`src/rtl/ahb_clk_en_gen_if.sv`:
```
// AHB-Lite slave bus bundle for ahb_clk_en_gen; the master modport drives the
// address/data phase inputs and the slave modport returns the response.
interface ahb_clk_en_gen_if;
  logic        i_hselx;
  logic        i_hready;
  logic [1:0]  i_htrans;
  logic        i_hwrite;
  logic [31:0] i_haddr;
  logic [2:0]  i_hsize;
  logic [31:0] i_hwdata;
  logic        o_hreadyout;
  logic        o_hresp;
  logic [31:0] o_hrdata;

  modport master (
    output i_hselx, i_hready, i_htrans, i_hwrite, i_haddr, i_hsize, i_hwdata,
    input  o_hreadyout, o_hresp, o_hrdata
  );

  modport slave (
    input  i_hselx, i_hready, i_htrans, i_hwrite, i_haddr, i_hsize, i_hwdata,
    output o_hreadyout, o_hresp, o_hrdata
  );
endinterface

```
`src/rtl/ahb_clk_en_gen.sv`:
```
// AHB-Lite programmable clock-enable generator: per channel OFF/SETTLE/RUN with a
// lock timer and divided enable pulses. Define CLKEN_IRQ_EN for the lock interrupt.
module ahb_clk_en_gen #(
  parameter int NUM_CH      = 4,
  parameter int DIV_WIDTH   = 8,
  parameter int LOCK_CYCLES = 16
) (
  input  logic              i_clk_ahb,
  input  logic              i_rst_ahb,
  ahb_clk_en_gen_if.slave   bus,
  output logic [NUM_CH-1:0] o_clk_en,
  output logic [NUM_CH-1:0] o_locked
`ifdef CLKEN_IRQ_EN
  ,
  output logic              o_irq
`endif
);

  localparam logic [7:0] LOCK_INIT = 8'(LOCK_CYCLES);

  typedef enum logic [1:0] {
    ST_OFF,
    ST_SETTLE,
    ST_RUN
  } ch_state_e;

  logic                 addr_valid_q, addr_valid_d;
  logic                 addr_write_q, addr_write_d;
  logic [5:0]           addr_idx_q, addr_idx_d;
  logic [NUM_CH-1:0]    ctrl_q, ctrl_d;
  logic [DIV_WIDTH-1:0] div_q [NUM_CH];
  logic [DIV_WIDTH-1:0] div_d [NUM_CH];
  ch_state_e            state_q [NUM_CH];
  ch_state_e            state_d [NUM_CH];
  logic [7:0]           lock_cnt_q [NUM_CH];
  logic [7:0]           lock_cnt_d [NUM_CH];
  logic [DIV_WIDTH-1:0] div_cnt_q [NUM_CH];
  logic [DIV_WIDTH-1:0] div_cnt_d [NUM_CH];
  logic [NUM_CH-1:0]    locked_q, locked_d;
  logic [NUM_CH-1:0]    clk_en_q, clk_en_d;
  logic [NUM_CH-1:0]    div_wr;
  logic                 wr_en;
  logic [31:0]          rd_val;
  logic                 unused_bus_bits;

  assign unused_bus_bits = ^{bus.i_hsize, bus.i_haddr, bus.i_hwdata};

  assign bus.o_hreadyout = 1'b1;
  assign bus.o_hresp     = 1'b0;
  assign o_clk_en        = clk_en_q;
  assign o_locked        = locked_q;

  always_comb begin
    addr_valid_d = bus.i_hselx & bus.i_htrans[1] & bus.i_hready;
    addr_write_d = bus.i_hwrite;
    addr_idx_d   = bus.i_haddr[7:2];
  end

  always_comb begin
    wr_en  = addr_valid_q & addr_write_q;
    ctrl_d = ctrl_q;
    div_wr = '0;
    if (wr_en && addr_idx_q == 6'd0) ctrl_d = bus.i_hwdata[NUM_CH-1:0];
    for (int k = 0; k < NUM_CH; k++) begin
      div_d[k] = div_q[k];
      if (wr_en && addr_idx_q == 6'(4 + k)) begin
        div_d[k]  = bus.i_hwdata[DIV_WIDTH-1:0];
        div_wr[k] = 1'b1;
      end
    end
  end

  // Disable wins; an enable edge or any divider write while enabled restarts the lock timer.
  always_comb begin
    for (int k = 0; k < NUM_CH; k++) begin
      state_d[k]    = state_q[k];
      lock_cnt_d[k] = lock_cnt_q[k];
      div_cnt_d[k]  = div_cnt_q[k];
      if (ctrl_q[k] && !ctrl_d[k]) begin
        state_d[k]    = ST_OFF;
        lock_cnt_d[k] = '0;
        div_cnt_d[k]  = '0;
      end else if ((!ctrl_q[k] && ctrl_d[k]) || (ctrl_q[k] && div_wr[k])) begin
        state_d[k]    = ST_SETTLE;
        lock_cnt_d[k] = LOCK_INIT;
        div_cnt_d[k]  = '0;
      end else begin
        case (state_q[k])
          ST_SETTLE: begin
            if (lock_cnt_q[k] <= 8'd1) begin
              state_d[k]    = ST_RUN;
              lock_cnt_d[k] = '0;
              div_cnt_d[k]  = '0;
            end else begin
              lock_cnt_d[k] = lock_cnt_q[k] - 8'd1;
            end
          end
          ST_RUN: begin
            div_cnt_d[k] = (div_cnt_q[k] == div_q[k]) ? '0 : div_cnt_q[k] + DIV_WIDTH'(1);
          end
          default: ;
        endcase
      end
      locked_d[k] = (state_d[k] == ST_RUN);
      clk_en_d[k] = (state_d[k] == ST_RUN) && (div_cnt_d[k] == div_d[k]);
    end
  end

`ifdef CLKEN_IRQ_EN
  logic [NUM_CH-1:0] irq_q, irq_d;
  logic              irq_out_q;

  assign o_irq = irq_out_q;

  // A lock event in the same cycle as a W1C clear keeps the bit set.
  always_comb begin
    irq_d = irq_q;
    if (wr_en && addr_idx_q == 6'd2) irq_d = irq_q & ~bus.i_hwdata[NUM_CH-1:0];
    for (int k = 0; k < NUM_CH; k++) begin
      if (state_q[k] == ST_SETTLE && state_d[k] == ST_RUN) irq_d[k] = 1'b1;
    end
  end

  always_ff @(posedge i_clk_ahb) begin
    if (i_rst_ahb) begin
      irq_q     <= '0;
      irq_out_q <= 1'b0;
    end else begin
      irq_q     <= irq_d;
      irq_out_q <= |irq_d;
    end
  end
`endif

  always_comb begin
    rd_val = '0;
    case (addr_idx_q)
      6'd0: rd_val = 32'(ctrl_q);
      6'd1: rd_val = 32'(locked_q);
`ifdef CLKEN_IRQ_EN
      6'd2: rd_val = 32'(irq_q);
`endif
      default: begin
        for (int k = 0; k < NUM_CH; k++) begin
          if (addr_idx_q == 6'(4 + k)) rd_val = 32'(div_q[k]);
        end
      end
    endcase
    bus.o_hrdata = (addr_valid_q && !addr_write_q && !i_rst_ahb) ? rd_val : 32'd0;
  end

  always_ff @(posedge i_clk_ahb) begin
    if (i_rst_ahb) begin
      addr_valid_q <= 1'b0;
      addr_write_q <= 1'b0;
      addr_idx_q   <= '0;
      ctrl_q       <= '0;
      locked_q     <= '0;
      clk_en_q     <= '0;
      for (int k = 0; k < NUM_CH; k++) begin
        div_q[k]      <= '0;
        state_q[k]    <= ST_OFF;
        lock_cnt_q[k] <= '0;
        div_cnt_q[k]  <= '0;
      end
    end else begin
      addr_valid_q <= addr_valid_d;
      addr_write_q <= addr_write_d;
      addr_idx_q   <= addr_idx_d;
      ctrl_q       <= ctrl_d;
      locked_q     <= locked_d;
      clk_en_q     <= clk_en_d;
      for (int k = 0; k < NUM_CH; k++) begin
        div_q[k]      <= div_d[k];
        state_q[k]    <= state_d[k];
        lock_cnt_q[k] <= lock_cnt_d[k];
        div_cnt_q[k]  <= div_cnt_d[k];
      end
    end
  end

endmodule

```
`src/flat_wrapper.sv`:
```
// flat-port wrapper written by rule: the top's interface ports become plain ports
module ahb_clk_en_gen_flat 
#(
  parameter int NUM_CH      = 4,
  parameter int DIV_WIDTH   = 8,
  parameter int LOCK_CYCLES = 16
)
  (i_clk_ahb, i_rst_ahb, o_clk_en, o_locked, bus_i_hselx, bus_i_hready, bus_i_htrans, bus_i_hwrite, bus_i_haddr, bus_i_hsize, bus_i_hwdata, bus_o_hreadyout, bus_o_hresp, bus_o_hrdata);
  ahb_clk_en_gen_if bus_i ();
  input  logic i_clk_ahb;
  input  logic i_rst_ahb;
  output logic [NUM_CH-1:0] o_clk_en;
  output logic [NUM_CH-1:0] o_locked;
  input wire logic [$bits(bus_i.i_hselx)-1:0] bus_i_hselx;
  input wire logic [$bits(bus_i.i_hready)-1:0] bus_i_hready;
  input wire logic [$bits(bus_i.i_htrans)-1:0] bus_i_htrans;
  input wire logic [$bits(bus_i.i_hwrite)-1:0] bus_i_hwrite;
  input wire logic [$bits(bus_i.i_haddr)-1:0] bus_i_haddr;
  input wire logic [$bits(bus_i.i_hsize)-1:0] bus_i_hsize;
  input wire logic [$bits(bus_i.i_hwdata)-1:0] bus_i_hwdata;
  output wire logic [$bits(bus_i.o_hreadyout)-1:0] bus_o_hreadyout;
  output wire logic [$bits(bus_i.o_hresp)-1:0] bus_o_hresp;
  output wire logic [$bits(bus_i.o_hrdata)-1:0] bus_o_hrdata;
  assign bus_i.i_hselx = bus_i_hselx;
  assign bus_i.i_hready = bus_i_hready;
  assign bus_i.i_htrans = bus_i_htrans;
  assign bus_i.i_hwrite = bus_i_hwrite;
  assign bus_i.i_haddr = bus_i_haddr;
  assign bus_i.i_hsize = bus_i_hsize;
  assign bus_i.i_hwdata = bus_i_hwdata;
  assign bus_o_hreadyout = bus_i.o_hreadyout;
  assign bus_o_hresp = bus_i.o_hresp;
  assign bus_o_hrdata = bus_i.o_hrdata;
  ahb_clk_en_gen #(.NUM_CH(NUM_CH), .DIV_WIDTH(DIV_WIDTH), .LOCK_CYCLES(LOCK_CYCLES)) u_core (.i_clk_ahb(i_clk_ahb), .i_rst_ahb(i_rst_ahb), .bus(bus_i), .o_clk_en(o_clk_en), .o_locked(o_locked));
endmodule
```
`config.mk`:
```
export PLATFORM = sky130hd
export DESIGN_NAME = ahb_clk_en_gen_flat
export DESIGN_NICKNAME = d
export VERILOG_FILES = /design/src/rtl/ahb_clk_en_gen_if.sv /design/src/rtl/ahb_clk_en_gen.sv /design/src/flat_wrapper.sv
export SDC_FILE = /design/constraint.sdc
export NUM_CORES = 1
export LEC_CHECK = 0
export BUFFER_PORTS_ARGS = -buffer_cell sky130_fd_sc_hd__buf_2
export CORE_ASPECT_RATIO = 1.5
export CORE_MARGIN = 2
export CORE_UTILIZATION = 34
export DETAILED_ROUTE_END_ITERATION = 6
export PLACE_DENSITY_LB_ADDON = 0.2
export SKIP_CTS_REPAIR_TIMING = 1
export SLEW_MARGIN = 30
export SYNTH_ARGS = -nofsm -noshare
export SYNTH_HDL_FRONTEND = slang
export SYNTH_SLANG_ARGS = --single-unit
```
`constraint.sdc`:
```
create_clock -name i_clk_ahb -period 3.4 [get_ports i_clk_ahb]
set_clock_uncertainty 0.1 [all_clocks]
set_input_delay 0.17 -clock i_clk_ahb [delete_from_list [all_inputs] [get_ports i_clk_ahb]]
set_output_delay 0.17 -clock i_clk_ahb [all_outputs]
set_load 0.005 [all_outputs]
```
==> reports/results.ini, run 1 <==
[global_route]
grt_usage_pct=17.6
grt_pass1_vias=6148
antenna_found_initial=0
grt_start_max_net_pins=36
gr-total-overflow=0
grt_pass1_wl_um=31900

[logic_synthesis]
yosys.area_share.simple_pct=24.3
postSynth.topFlopCell=sky130_fd_sc_hd__dfxtp_1
synth.most_common_cell=sky130_fd_sc_hd__nor2_1
synth_compound_gate_area_share_pct=12.6
post_synth.cell_area_avg_um2=8.51
synthDistinctLibCells=71
combined_area_of_all_synthesized_cells_um2=7370
ys_top_cells_by_area=sky130_fd_sc_hd__dfxtp_1 34%, sky130_fd_sc_hd__nor2_1 7.3%, sky130_fd_sc_hd__mux2i_1 5.4%
ys.warnings.count=0
synth_edf_count=0
synth_top_family_by_area=simple AND/OR/NAND/NOR gates
synth.ff_latch_count=124
synth_top_cells_by_count=143 x sky130_fd_sc_hd__nor2_1, 124 x sky130_fd_sc_hd__dfxtp_1, 50 x sky130_fd_sc_hd__nand2_1, 44 x sky130_fd_sc_hd__xnor2_1, 40 x sky130_fd_sc_hd__mux2i_1
synth_area_in_adders_pct=3.39
synth.mux.area_fraction_pct=10.5
post_synthesis_instance_total=867
library_cell_with_the_largest_summed_area_after_synthesis=sky130_fd_sc_hd__dfxtp_1
synth_xor_area_share_pct=9.74
ys_async_sr_fraction_pct=0
synth_top_cell_area_share_pct=33.7
yosysSeqAreaShare_pct=33.7

[floorplan]
design.portCount=116
floorplan.rows=66
start_util_pct=34.3
fp.dieArea_um2=22900
die_y_um=184
fp.dieW_um=124
coreArea_um2=21500

[critical_path]
worstPathMaxFanout=5
critPathLaunchType=flip-flop
crit_path_end_kind=flip-flop
timing.critical_path.required_ps=3600
crit_type=flip-flop to flip-flop
cp_data_arrival_time_ps=3340

[sta]
achievable-frequency_ghz=0.319
finalCritPeriodShare_pct=92.3
post-route-min-period_ps=3140
hold_viol=0
tightest_slew_ps=790
slew_viol_final=0
slew_headroom_pct=46.8
fin_tns_setup_ps=0
rsz0062_at_grt=no
finalSetupViolCount=0

[clock_tree]
numCtsBuffers=17
clk_latency_ps=430
ctsLongestPathBuffers=2
tritoncts=built
h_tree_lvl_count=4
clockRootBuffer=sky130_fd_sc_hd__clkbuf_16
clock_sink_count=124
cts.clk_slew.worst_paths_ps=60

[layout]
finish.cell_count_without_fillers=1204
post_route_cells_drive_above_1_share_pct=14.8
post-route-util_pct=40.2
nets=1013
insertedDiodeCount=0
areaGrowthSynthToFinish_pct=17.0

[placed_design]
detailedPlacementHpwl_um=15200
numPlacedInstances=1163
buffer_ports.inserted=35
finalWeightedCongestion=0.847

[routing]
drt_iter0_drc=308
routed-via-count=6173
route.detailed.vias_per_inst=5.13
ant_nets=0
routedWlPerCell_um=16.5
first_pass_iters=4
drt_wl_total_um=19800
drc=0

[power_and_ir_drop]
seqPwrFrac_pct=39.4
leakage_nw=3.55
share_comb_of_total_power_pct=3.5
power_switching_share_pct=21.8
max-vdd-ir-drop_mv=0.351
switching_power_uw=809
p_total_mw=3.71
p_clk_share_pct=57.1
cell_internal_pwr_mw=2.90
pwr_density_cell_nw_per_um2=430

[run]
maxCapViolations=0

[run_status]
outcome=finished, final reports clean

[worst_hold_path]
hp-class=primary input to flip-flop

-- per-stage QoR --
step / area (um^2) / hold slack, ps / setup slack [ps]
global route: 8630 / 16.4 / 49.9
floorplan: 7460 / 198 / 680
global placement: 7850 / 290 / 264
CTS: 8530 / -154 / 261
finish: 8630 / 10.1 / 262
detailed placement: 7850 / 297 / 310
-- per-layer routing --
metal / part of all wire [%] / up-vias / GRT usage (%) / routed length (um)
li1: - / 3110 / - / -
met1: 41 / 2938 / 18.6 / 8130
met2: 54 / 94 / 33.7 / 10700
met3: 2.4 / 31 / 3.48 / 468
met4: 2.8 / 0 / 7.06 / 548
met5: 0 / - / 0 / 0
-- worst max-delay path: stages (launching register included) --
cell	delay (ps)
sky130_fd_sc_hd__dfxtp_1	330
sky130_fd_sc_hd__or3_1	470
sky130_fd_sc_hd__nor4_1	710
sky130_fd_sc_hd__nand2_1	210
sky130_fd_sc_hd__o21ai_0	410
sky130_fd_sc_hd__nand3_1	130
sky130_fd_sc_hd__o41ai_1	100
sky130_fd_sc_hd__o22ai_1	150
sky130_fd_sc_hd__a311oi_1	390
-- power by group through the flow --
stage	clock network, mW	registers, mW	logic (mW)
6_report	2.12	1.46	0.129
5_1_grt	2.22	1.46	0.141
4_1_cts	2.16	1.46	0.122
3_5_place_dp	0	1.50	0.122
3_3_place_gp	0	1.50	0.122
2_1_floorplan	0	1.50	0.0984
-- cell usage in the layout (no fill, tap or decap), types with 10 or more instances in the layout --
cell / instances
sky130_fd_sc_hd__a21oi_1: 33
sky130_fd_sc_hd__dfxtp_1: 124
sky130_fd_sc_hd__conb_1: 26
sky130_fd_sc_hd__nor2b_1: 27
sky130_fd_sc_hd__clkbuf_16: 17
sky130_fd_sc_hd__nor3_1: 32
sky130_fd_sc_hd__xnor2_1: 44
sky130_fd_sc_hd__a32oi_1: 15
sky130_fd_sc_hd__mux2i_1: 40
sky130_fd_sc_hd__buf_2: 35
sky130_fd_sc_hd__nor2_1: 143
sky130_fd_sc_hd__nand3_1: 23
sky130_fd_sc_hd__or3_1: 10
sky130_fd_sc_hd__mux2_2: 16
sky130_fd_sc_hd__nor4_1: 16
sky130_fd_sc_hd__inv_1: 22
sky130_fd_sc_hd__buf_4: 28
sky130_fd_sc_hd__nand2_1: 50
sky130_fd_sc_hd__xor2_1: 38
sky130_fd_sc_hd__ha_1: 20
-- cell families (layout without fill, tap and decap cells) --
logic type | count (synthesis) | in the layout
AOI/OAI and AO/OA | 126 | 126
xor gates and xnor gates | 82 | 82
adders and majority gates | 20 | 20
buffers and inverters | 85 | 126
DFF | 124 | 124
muxes | 65 | 65
other | 2 | 26
and+or+nand+nor | 363 | 363
-- sequential cells by signal (all words and copies together) (netlist names) --
register,count
u_core.lock_cnt_q,32
u_core.o_clk_en,4
u_core.state_q,8
u_core.addr_write_q,1
u_core.o_locked,4
u_core.div_q,32
u_core.ctrl_q,4
u_core.addr_idx_q,6
u_core.div_cnt_q,32
u_core.addr_valid_q,1
-- area by class of cell --
type,count,area (um^2)
Clock inverter,13,239
Multi-Input combinational cell,682,4560
Tap cell,272,340
Clock buffer,19,443
Sequential cell,124,2480
Inverter,22,82.6
Fill cell,2224,12800
Timing Repair Buffer,72,475
-- worst paths after layout --
path | slack (ps) | startpoint | cells past startpoint | to
hold / removal | 10 | bus_i_hwdata[3] | 3 | u_core.ctrl_q[3]
setup / recovery | 260 | u_core.addr_idx_q[3] | 8 | u_core.o_clk_en[0]
hold reg to reg | 380 | u_core.lock_cnt_q[0][18] | 2 | u_core.lock_cnt_q[0][18]
setup reg to reg | 260 | u_core.addr_idx_q[3] | 8 | u_core.o_clk_en[0]
No activity file was read; power rests on OpenSTA's default activity.
==> inputs of run 2 (changes only) <==
CORE_ASPECT_RATIO = not set   (was 1.5)
RECOVER_POWER = 100   (was not set)
==> run 2 against run 1 <==
Effect of this change: the flow now finishes with violations (capacitance limit, slew limit); flip-flop and latch count unchanged; die area down 0.11%; global-route usage up 0.23 points; sequential share of layout area up 0.56 points; design area down 1.9%; register-to-register slack worse by 20 ps; largest power group unchanged.
==> reports/results.ini, run 2 (same netlist as run 1, synthesis figures left out) <==
[run_status]
outcome=finished with violations  ; was finished, final reports clean
violated_checks=capacitance limit, slew limit

[floorplan]
fp.dieArea_um2=22900  ; about the same
start_util_pct=34.9  ; was 34.3%
design.portCount=116  ; unchanged
coreArea_um2=21200  ; was 21500 um^2
floorplan.rows=53  ; was 66
die_y_um=151  ; was 184 um
fp.dieW_um=151  ; was 124 um

[routing]
drt_wl_total_um=19300  ; was 19800 um
route.detailed.vias_per_inst=5.11  ; was 5.13
routedWlPerCell_um=16.0  ; was 16.5 um
routed-via-count=6156  ; was 6173
ant_nets=0  ; unchanged
drc=0  ; unchanged
first_pass_iters=5  ; was 4
drt_iter0_drc=304  ; was 308

[worst_hold_path]
hp-class=primary input to flip-flop  ; unchanged

[sta]
rsz0062_at_grt=no  ; unchanged
finalSetupViolCount=0  ; unchanged
post-route-min-period_ps=3150  ; was 3140 ps
whs_ps=11.7  ; was 10.1 ps
tightest_slew_ps=1720  ; was 790 ps
slew_viol_final=34  ; was 0
finalCritPeriodShare_pct=92.7  ; was 92.3%
fin_tns_setup_ps=0  ; unchanged
hold_viol=0  ; unchanged
achievable-frequency_ghz=0.317  ; was 0.319 GHz
slew_headroom_pct=-14.7  ; was 46.8%

[power_and_ir_drop]
leakage_nw=3.41  ; was 3.55 nW
power_switching_share_pct=21.9  ; was 21.8%
pwr_density_cell_nw_per_um2=401  ; was 430 nW/um^2
switching_power_uw=741  ; was 809 uW
max-vdd-ir-drop_mv=0.351  ; about the same
p_clk_share_pct=53.0  ; was 57.1%
share_comb_of_total_power_pct=3.8  ; was 3.5%
cell_internal_pwr_mw=2.65  ; was 2.90 mW
seqPwrFrac_pct=43.2  ; was 39.4%

[clock_tree]
tritoncts=built  ; unchanged
ctsLongestPathBuffers=2  ; unchanged
h_tree_lvl_count=4  ; unchanged
clock_sink_count=124  ; unchanged
cts.clk_slew.worst_paths_ps=60  ; about the same
clockRootBuffer=sky130_fd_sc_hd__clkbuf_16  ; unchanged
numCtsBuffers=17  ; unchanged
clk_latency_ps=430  ; about the same

[global_route]
antenna_found_initial=0  ; unchanged
grt_start_max_net_pins=34  ; was 36
grt_pass1_wl_um=31300  ; was 31900 um
grt_usage_pct=17.8  ; was 17.6%
grt_pass1_vias=5776  ; was 6148
gr-total-overflow=0  ; unchanged

[critical_path]
crit_type=flip-flop to flip-flop  ; unchanged
worstPathMaxFanout=9  ; was 5
timing.critical_path.required_ps=3600  ; about the same
cp_data_arrival_time_ps=3360  ; was 3340 ps
crit_path_end_kind=flip-flop  ; unchanged
critPathLaunchType=flip-flop  ; unchanged

[run]
maxCapViolations=1  ; was 0

[layout]
nets=1012  ; was 1013
post_route_cells_drive_above_1_share_pct=11.7  ; was 14.8%
areaGrowthSynthToFinish_pct=14.8  ; was 17.0%
registers_with_the_most_flip_flops=u_core.div_cnt_q (32), u_core.div_q (32), u_core.lock_cnt_q (32)  ; unchanged
mostFrequentLayoutCell=sky130_fd_sc_hd__nor2_1  ; unchanged
layout_common_cells=143 x sky130_fd_sc_hd__nor2_1, 124 x sky130_fd_sc_hd__dfxtp_1, 50 x sky130_fd_sc_hd__nand2_1  ; unchanged
insertedDiodeCount=0  ; unchanged
n_fill_cell=2202  ; was 2224

[placed_design]
detailedPlacementHpwl_um=14400  ; was 15200 um
buffer_ports.inserted=35  ; unchanged
finalWeightedCongestion=0.826  ; was 0.847

-- run 2: changes by cell type in the layout (fill, tap and decap cells not counted), moves of 6 or more --
cell,before,now
sky130_fd_sc_hd__and2_0,0,6
sky130_fd_sc_hd__clkbuf_1,1,26
sky130_fd_sc_hd__buf_2,35,20
sky130_fd_sc_hd__and2_1,8,2
sky130_fd_sc_hd__buf_4,28,17
-- run 2: metal layers --
layer  up-vias  share of wire (%)  global-route usage (%)
met4         0                2.3                    7.01
met1      2891                 48                    23.6
li1       3118                  -                       -
met3        28                3.3                    3.10
met5         -                  0                       0
met2       119                 47                    28.8
-- run 2: area by class of cell --
| cell class | count | area [um^2] | area share (%) |
|---|---|---|---|
| Clock inverter | 7 | 87.6 | 1.03 |
| Tap cell | 275 | 344 | 4.07 |
| Sequential cell | 124 | 2480 | 29.3 |
| Clock buffer | 24 | 492 | 5.81 |
| Timing Repair Buffer | 71 | 414 | 4.89 |
| Inverter | 22 | 82.6 | 0.976 |
| Multi-Input combinational cell | 682 | 4560 | 53.9 |
-- run 2: critical path, stage by stage, from the launching register on --
cell and delay, ps:
sky130_fd_sc_hd__dfxtp_1 330, sky130_fd_sc_hd__or4b_4 590, sky130_fd_sc_hd__nor3_1 200, sky130_fd_sc_hd__clkbuf_1 500, sky130_fd_sc_hd__mux2i_1 470, sky130_fd_sc_hd__nor2_1 70
sky130_fd_sc_hd__mux2_1 320, sky130_fd_sc_hd__a22o_1 180, sky130_fd_sc_hd__a21oi_1 180, sky130_fd_sc_hd__nor4_1 100
-- run 2: power groups by stage --
stage	Sequential (mW)	Combinational [mW]	Clock, mW
finish	1.47	0.128	1.80
global route	1.47	0.141	1.90
global placement	1.50	0.121	0
floorplan	1.50	0.0984	0
detailed placement	1.50	0.122	0
CTS	1.47	0.122	1.83
-- run 2: through the flow --
stage / cell area, um^2 / worst slack, ps / std cells / power [mW] / util, %
final: 8460 / 247 / 1205 / 3.39 / 40.0
after global placement: 7850 / 376 / 1165 / 1.62 / 37.1
after floorplan: 7460 / 680 / 891 / 1.59 / -
after global routing: 8460 / 31.7 / 1205 / 3.50 / 40.0
after detailed placement: 7850 / 358 / 1165 / 1.62 / 37.1
after CTS: 8430 / 259 / 1196 / 3.42 / 39.8
-- run 2: worst paths after layout --
check                                         startpoint                  endpoint  slack, ps  cells after the start
worst min-delay path                     bus_i_hwdata[1]          u_core.ctrl_q[1]         10                      3
worst min register to register  u_core.lock_cnt_q[0][18]  u_core.lock_cnt_q[0][18]        380                      2
worst max-delay path                u_core.addr_idx_q[3]        u_core.o_clk_en[3]        250                      9
worst max register to register      u_core.addr_idx_q[3]        u_core.o_clk_en[3]        250                      9
==> inputs of run 3 (changes only) <==
CORE_UTILIZATION = 37   (was 34)
==> run 3 against run 2 <==
Effect of this change: the flow still finishes with violations (capacitance limit, slew limit); combinational power shrank 5%; total power grew 7.7%; critical endpoint is now u_core.o_clk_en[2]; via count shrank 0.97%; first-iteration DRC count grew 21%; global-route usage grew 0.067 points; sequential power is essentially flat; highest routed layer unchanged; sequential share of layout area shrank 0.13 points; die area shrank 7.9%.
==> reports/results.ini, run 3 (same netlist as run 1, synthesis figures left out) <==
[clock_tree]
cts.clk_slew.worst_paths_ps=60  ; about the same
clk_latency_ps=420  ; was 430 ps
numCtsBuffers=17  ; unchanged
clockRootBuffer=sky130_fd_sc_hd__clkbuf_16  ; unchanged
ctsLongestPathBuffers=2  ; unchanged
tritoncts=built  ; unchanged
h_tree_lvl_count=4  ; unchanged
clock_sink_count=124  ; unchanged

[layout]
mostFrequentLayoutCell=sky130_fd_sc_hd__nor2_1  ; unchanged
areaGrowthSynthToFinish_pct=15.3  ; was 14.8%
n_fill_cell=1982  ; was 2202
registers_with_the_most_flip_flops=u_core.div_cnt_q (32), u_core.div_q (32), u_core.lock_cnt_q (32)  ; unchanged
post-route-util_pct=43.5  ; was 40.0%
post_route_cells_drive_above_1_share_pct=12.2  ; was 11.7%
insertedDiodeCount=0  ; unchanged
layout_common_cells=143 x sky130_fd_sc_hd__nor2_1, 124 x sky130_fd_sc_hd__dfxtp_1, 50 x sky130_fd_sc_hd__nand2_1  ; unchanged
nets=1008  ; was 1012

[placed_design]
buffer_ports.inserted=35  ; unchanged
detailedPlacementHpwl_um=13900  ; was 14400 um
finalWeightedCongestion=0.799  ; was 0.826

[sta]
slew_headroom_pct=-33.7  ; was -14.7%
post-route-min-period_ps=3080  ; was 3150 ps
hold_viol=0  ; unchanged
finalSetupViolCount=0  ; unchanged
rsz0062_at_grt=no  ; unchanged
fin_tns_setup_ps=0  ; unchanged
slew_viol_final=46  ; was 34
tightest_slew_ps=2010  ; was 1720 ps
achievable-frequency_ghz=0.325  ; was 0.317 GHz
finalCritPeriodShare_pct=90.6  ; was 92.7%

[critical_path]
worstPathCellList=or4_1, o41ai_1, nand2b_1, a32oi_2, mux2_2, nand3_1, a22oi_1, and4_1  ; was or4b_4, nor3_1, clkbuf_1, mux2i_1, nor2_1, mux2_1, a22o_1, a21oi_1, nor4_1
cp_num_buf_inv=0  ; was 1
critPathLaunchType=flip-flop  ; unchanged
crit_path_end_kind=flip-flop  ; unchanged
worstPathMaxFanout=8  ; was 9
cpLargestDelayFamily=simple AND/OR/NAND/NOR gates  ; unchanged
crit_type=flip-flop to flip-flop  ; unchanged
timing.critical_path.required_ps=3600  ; about the same
max_stage_delay_ps=580  ; was 590 ps
crit_slowest_cell=sky130_fd_sc_hd__or4_1  ; was sky130_fd_sc_hd__or4b_4
cp_data_arrival_time_ps=3290  ; was 3360 ps

[worst_hold_path]
hp-class=primary input to flip-flop  ; unchanged

[power_and_ir_drop]
switching_power_uw=804  ; was 741 uW
p_clk_share_pct=56.5  ; was 53.0%
max-vdd-ir-drop_mv=0.336  ; was 0.351 mV
seqPwrFrac_pct=40.2  ; was 43.2%
power_switching_share_pct=22.0  ; was 21.9%
leakage_nw=3.44  ; was 3.41 nW
cell_internal_pwr_mw=2.85  ; was 2.65 mW
share_comb_of_total_power_pct=3.3  ; was 3.8%
pwr_density_cell_nw_per_um2=429  ; was 401 nW/um^2

[routing]
drt_wl_total_um=18600  ; was 19300 um
routedWlPerCell_um=15.6  ; was 16.0 um
ant_nets=0  ; unchanged
first_pass_iters=4  ; was 5
route.detailed.vias_per_inst=5.11  ; about the same
drt_iter0_drc=369  ; was 304
routed-via-count=6096  ; was 6156
drc=0  ; unchanged

[floorplan]
coreArea_um2=19500  ; was 21200 um^2
die_y_um=145  ; was 151 um
fp.dieW_um=145  ; was 151 um
design.portCount=116  ; unchanged
start_util_pct=37.8  ; was 34.9%
fp.dieArea_um2=21100  ; was 22900 um^2
floorplan.rows=51  ; was 53

[global_route]
grt_usage_pct=17.9  ; was 17.8%
gr-total-overflow=0  ; unchanged
grt_pass1_wl_um=30200  ; was 31300 um
grt_pass1_vias=5723  ; was 5776
grt_start_max_net_pins=46  ; was 34
antenna_found_initial=0  ; unchanged

[run]
maxCapViolations=1  ; unchanged

[run_status]
outcome=finished with violations  ; unchanged
violated_checks=capacitance limit, slew limit  ; unchanged

run 3: cell types whose count changed in the layout (fill, tap and decap cells not counted), sizes merged:
cell and change:
buf +2, bufinv +3, clkinv -2, clkinvlp +1, inv +4, clkbuf -11
run 3: per-layer routing:
layer / vias to the layer above / track usage, % / routed length (um)
met1: 2864 / 24.0 / 9040
met5: - / 0 / 0
li1: 3103 / - / -
met2: 114 / 29.2 / 8670
met4: 0 / 4.75 / 231
met3: 15 / 3.81 / 686
run 3: area by class of cell:
class                           count  area, um^2  share of cell area [%]
Clock buffer                       19         453                    5.33
Clock inverter                     13         210                    2.47
Inverter                           22        82.6                   0.971
Multi-Input combinational cell    682        4550                    53.5
Sequential cell                   124        2480                    29.2
Tap cell                          265         332                    3.90
Timing Repair Buffer               67         397                    4.67
run 3: path summary, 6_finish.rpt:
path,start,to,slack [ps],depth (start not counted)
setup / recovery,u_core.lock_cnt_q[0][20],u_core.o_clk_en[2],320,8
hold / removal,bus_i_hwdata[1],u_core.ctrl_q[1],10,3
setup reg to reg,u_core.lock_cnt_q[0][20],u_core.o_clk_en[2],320,8
hold reg to reg,u_core.lock_cnt_q[0][18],u_core.lock_cnt_q[0][18],390,2
run 3: power by group through the flow:
stage	Sequential (mW)	Combinational (mW)	Clock, mW
3_3_place_gp	1.50	0.115	0
2_1_floorplan	1.50	0.0984	0
4_1_cts	1.47	0.115	2.10
6_report	1.47	0.121	2.06
3_5_place_dp	1.50	0.115	0
5_1_grt	1.47	0.133	2.17
run 3: per-stage QoR:
step           cells  hold slack, ps  power (mW)  instance area, um^2  worst slack [ps]
2_1_floorplan    891             198        1.59                 7460               680
3_3_place_gp    1151             287        1.61                 7800               372
3_5_place_dp    1151             288        1.61                 7800               361
4_1_cts         1183            -153        3.68                 8470               334
5_1_grt         1192            31.5        3.77                 8500              53.5
6_report        1192            11.8        3.65                 8500               318
run 3: worst register-to-register path, cell delays in order, from the launching register on:
cell	delay, ps
sky130_fd_sc_hd__dfxtp_1	340
sky130_fd_sc_hd__or4_1	580
sky130_fd_sc_hd__o41ai_1	530
sky130_fd_sc_hd__nand2b_1	320
sky130_fd_sc_hd__a32oi_2	320
sky130_fd_sc_hd__mux2_2	360
sky130_fd_sc_hd__nand3_1	80
sky130_fd_sc_hd__a22oi_1	100
sky130_fd_sc_hd__and4_1	230
